## config.mk

```make
export PLATFORM = sky130hd
export DESIGN_NAME = priority_encoder_8x3
export DESIGN_NICKNAME = d
export VERILOG_FILES = /design/src/rtl/priority_encoder_8x3.sv
export SDC_FILE = /design/constraint.sdc
export NUM_CORES = 1
export LEC_CHECK = 0
export ABC_AREA = 1
export BUFFER_PORTS_ARGS = -buffer_cell sky130_fd_sc_hd__buf_2
export CORE_UTILIZATION = 49
export DETAILED_ROUTE_END_ITERATION = 10
export PLACE_DENSITY = 0.8
export SYNTH_ARGS = -nofsm -noshare
export SYNTH_HDL_FRONTEND = slang
export SYNTH_SLANG_ARGS = --single-unit
```

## constraint.sdc

```tcl
create_clock -name clk -period 2.3 [get_ports clk]
set_clock_uncertainty 0.05 [all_clocks]
set_input_delay 0.23 -clock clk [delete_from_list [all_inputs] [get_ports clk]]
set_output_delay 0.23 -clock clk [all_outputs]
set_load 0.05 [all_outputs]
```

## src/rtl/priority_encoder_8x3.sv

```systemverilog
// priority_encoder_8x3
//   Collects one-bit request lines into a sticky pending register. The
//   highest-priority pending line is encoded to a binary index, and that
//   index is presented over a valid/ready handshake. When a code is
//   accepted, its pending bit is cleared.
//
//   State   | meaning
//   --------+-------------------------------------------------------------
//   IDLE    | nothing presented; loads the next code if any bit is pending
//   PRESENT | code/valid held stable until valid && ready
//
// Ports
//   clk      in   1   rising-edge clock
//   rst      in   1   synchronous reset, active high
//   En       in   1   request capture enable
//   req      in   N   request lines, captured every edge while En=1
//   code     out  W   registered index of the presented line
//   valid    out  1   registered; code is valid
//   ready    in   1   consumer accepts code on valid && ready at an edge
//   pending  out  N   sticky pending register
//   multi    out  1   more than one pending bit set

module priority_encoder_8x3 #(
    parameter int N          = 8,
    parameter int W          = 3,
    parameter int HIGH_FIRST = 1
) (
    input  logic         clk,
    input  logic         rst,
    input  logic         En,
    input  logic [N-1:0] req,
    output logic [W-1:0] code,
    output logic         valid,
    input  logic         ready,
    output logic [N-1:0] pending,
    output logic         multi
);

    typedef enum logic {
        S_IDLE    = 1'b0,
        S_PRESENT = 1'b1
    } state_t;

    state_t       r_state;
    state_t       w_nxt_state;
    logic [W-1:0] r_code;
    logic [W-1:0] w_nxt_code;
    logic         r_valid;
    logic         w_nxt_valid;
    logic [N-1:0] r_pending;
    logic [N-1:0] w_nxt_pending;
    logic [N-1:0] w_clr;
    logic [N-1:0] w_set;
    logic [W-1:0] w_sel;
    logic         w_any;

    // A set and a clear of the same bit in one cycle leaves the bit set,
    // so a request that arrives as its code is accepted is served again.
    always_comb begin
        w_clr         = (r_valid && ready) ? (N'(1) << r_code) : '0;
        w_set         = En ? req : '0;
        w_nxt_pending = (r_pending & ~w_clr) | w_set;
    end

    // The selection looks only at the registered pending bits. With an
    // ascending scan the last hit is the highest index, and with a
    // descending scan the last hit is the lowest index.
    always_comb begin
        w_sel = '0;
        w_any = |r_pending;
        if (HIGH_FIRST != 0) begin
            for (int i = 0; i < N; i++) begin
                if (r_pending[i]) w_sel = W'(i);
            end
        end else begin
            for (int i = N - 1; i >= 0; i--) begin
                if (r_pending[i]) w_sel = W'(i);
            end
        end
    end

    // In PRESENT the code is not re-selected, so a newer higher-priority
    // request cannot preempt a code that is already presented.
    always_comb begin
        w_nxt_state = r_state;
        w_nxt_code  = r_code;
        w_nxt_valid = r_valid;
        case (r_state)
            S_IDLE: begin
                w_nxt_valid = 1'b0;
                if (w_any) begin
                    w_nxt_code  = w_sel;
                    w_nxt_valid = 1'b1;
                    w_nxt_state = S_PRESENT;
                end
            end
            S_PRESENT: begin
                if (ready) begin
                    w_nxt_valid = 1'b0;
                    w_nxt_state = S_IDLE;
                end
            end
            default: begin
                w_nxt_state = S_IDLE;
                w_nxt_valid = 1'b0;
            end
        endcase
    end

    always_ff @(posedge clk) begin
        if (rst) begin
            r_state   <= S_IDLE;
            r_code    <= '0;
            r_valid   <= 1'b0;
            r_pending <= '0;
        end else begin
            r_state   <= w_nxt_state;
            r_code    <= w_nxt_code;
            r_valid   <= w_nxt_valid;
            r_pending <= w_nxt_pending;
        end
    end

    assign code    = r_code;
    assign valid   = r_valid;
    assign pending = r_pending;
    assign multi   = (r_pending & (r_pending - N'(1))) != '0;

endmodule
```

==> metrics.md <==
| Metric | Value |
|---|---|
| Status | completed |
| Sequential-to-total area share from yosys stat | 0.408 |
| Net count, final | ~130 |
| Worst R2R Setup Slack | around 1.2 ns |
| Post-DRT Antenna Nets | 0 |
| R2R Path Start | pending[2] |
| Clock tree from TritonCTS | built |
| Synth-to-layout area growth | 24.5% |
| Total gr overflow | 0 |
| Post-Syn Area per Cell | 6.72 um^2 |
| Synth Cell Area | 638 um^2 |
| Hold Buf Count CTS | 0 |
| Synth unique cells | 17 |
| # port buffers | 24 |
| Finished Core Util | 0.687 |
| CP max FO | 4 |
| Total number of yosys warnings | 0 |
| Worst setup path end | multi |
| CTS resizes | 0 |
| Tightest Hold Check Type | in2reg |
| Mapped Nets | 107 |
| Inserted Clock Buffers | 3 |
| Final HPWL DP | 1.06 mm |
| Final setup violation count | 0 |
| CP peak stage delay | 0.41 ns |
| Die Wd | about 38 um |
| Final Max Slew Viols | 0 |
| Max_slew headroom | 0.833 |
| Core box area | between 1000 and 1500 um^2 |
| Fin crit share | 0.685 |
| # IOs | 25 |
| RSZ-0062 raised after global routing | false |
| DR vias | approximately 640 |
| Starting Density | 0.552 |
| R2r endpoint | code[0] |
| Sink Count | 13 |
| Synth top area cells | dfxtp_1 41%, nand2_1 15%, a21oi_1 7.8%, inv_1 6.5%, o21ai_1 5.5% |
| Highest-delay cell along the critical path | dfxtp_1 |
| Pin count of the biggest net entering global routing | 11 |
| Synthesized instance count | 95 |
| Worst path cell trace | inv_1 > o21ai_1 > nor2_1 > o2111ai_1 > buf_2 |
| Top cell type by total area after synthesis | dfxtp_1 |
| Final TNS setup | 0 ns |
| Leak Pwr | 0.403 nW |
| Critical path type | reg2out |
| Vias in the first global route | 554 |
| Max Freq | roughly 630 MHz |
| Maximum vdd drop | between 0.0004 and 0.0005 V |
| Die area | about 1500 um^2 |
| DR pass1 iterations | 4 |
| Gr usage total | 0.222 |
| Fin crit period | 1.58 ns |
| # H-tree levels | 1 |
| Crit path launch | pending[4] |
| Max cap viols | 0 |
| Clock latency at the later pin of the worst-skew pair | ~0.27 ns |
| DRC viols | 0 |
| Slew @ Worst Pin | 0.252 ns |
| Vias/cell | around 4.8 |
| Pwr/cell area | just over 800 nW/um^2 |
| Placement Rows | 12 |
| Final hold violations | 0 |
| R2r worst-path depth | 7 |
| Yosys top cell area share | 0.408 |
| Post-CTS setup buffers | 0 |
| Initial antenna violation count | 0 |
| Final Power | between 600 and 700 uW |
| Worst setup EP type | output pin |
| CTS clk-pin slew, worst paths | about 0.08 ns |
| Critical Path Start Type | flip-flop |
| Drt total wl | ~1.3 mm |
| WP data required | just over 2 ns |
| Clock Tree Root | clkbuf_4 |
| Critical path arrival | 1.30 ns |
| First-pass GRT wire length | 2.24 mm |
| Antenna cell count | 0 |
| Share of layout cells above drive strength 1 | 0.298 |
| Final Wtd Congestion | between 0.8 and 0.9 |
| CTS max path bufs | 2 |
| Die span in y | between 30 and 40 um |
| Routed wire per std cell | between 9 and 10 um |
| Synthesis-stage register bit count | 13 |
| Detailed Route Iter0 Violations | 9 |
## cells in the mapped netlist
cell and number:
a21oi_1 10, buf_1 1, clkbuf_1 1, dfxtp_1 13, inv_1 11, inv_2 1
nand2_1 26, nand2_2 3, nand2_4 1, nand3_1 2, nand3b_1 1, nor2_1 7
nor2_2 3, nor2_4 1, o2111ai_1 1, o21ai_0 6, o21ai_1 7
## through the flow
stage	std cells	area, um^2	hold slack [ns]	worst slack, ns
2_1_floorplan	95	638	0.329	0.369
3_3_place_gp	131	768	0.430	1.03
3_5_place_dp	131	768	0.441	1.02
4_1_cts	135	795	0.151	0.718
5_1_grt	135	795	0.145	0.604
6_report	135	795	0.153	0.724
## where the power goes
| group | total (mW) | internal, mW | switching (mW) | leakage (nW) |
|---|---|---|---|---|
| Combinational | 0.229 | 0.0621 | 0.167 | 0.280 |
| Sequential | 0.274 | 0.249 | 0.0250 | 0.108 |
| Clock | 0.138 | 0.0671 | 0.0706 | 0.0150 |
## routing by layer
metal / part of all wire / vias up / global-route usage
li1: - / 352 / -
met1: 0.51 / 270 / 0.307
met2: 0.44 / 20 / 0.331
met3: 0.040 / 2 / 0.0349
met4: 0.0082 / 0 / 0.107
met5: 0 / - / 0
## cells in the final DEF, fill, tap and decap left out
| master | count |
|---|---|
| nand3b_1 | 1 |
| nor2_4 | 1 |
| a21oi_1 | 10 |
| nand2_4 | 1 |
| clkbuf_1 | 1 |
| nand2_1 | 26 |
| nor2_2 | 3 |
| o2111ai_1 | 1 |
| nor2_1 | 7 |
| clkbuf_4 | 3 |
| nand2_2 | 3 |
| inv_1 | 11 |
| inv_2 | 1 |
| buf_2 | 24 |
| dfxtp_1 | 13 |
| nand3_1 | 2 |
| o21ai_0 | 6 |
| o21ai_1 | 7 |
## layout make-up
class / count / area (um^2)
inverters: 12 / 45.0
multi-input cells: 68 / 325
well taps: 14 / 17.5
clock buffers: 4 / 26.3
fillers: 115 / 362
repair buffers: 24 / 120
flip-flops and latches: 13 / 260
## cells by family after synthesis
kind of cell    count (synthesis)  share of synthesized area
simple gates                   44                      0.316
compound gates                 24                      0.194
buf+inv                        14                     0.0823
flops                          13                      0.408
## critical path: cells and delay by family, from the launching register on
| family | cells | cell delay, ns |
|---|---|---|
| flops | 1 | 0.41 |
| simple gates | 1 | 0.05 |
| buf+inv | 2 | 0.37 |
| compound gates | 2 | 0.20 |
## how the worst min path moves through the flow
stage | startpoint | cells after the start | slack (ns) | end
global route | req[1] | 3 | 0.14 | pending[1]
finish | req[6] | 3 | 0.15 | pending[6]
global placement | code[2] | 2 | 0.43 | code[2]
floorplan | req[0] | 2 | 0.33 | pending[0]
CTS | req[2] | 3 | 0.15 | pending[2]
detailed placement | req[2] | 3 | 0.44 | pending[2]
## registers in the layout (all words and copies together), names as in the netlist
signal and flops:
pending 8, code 3, r_state 1, valid 1
(Power assumes the default switching activity.)
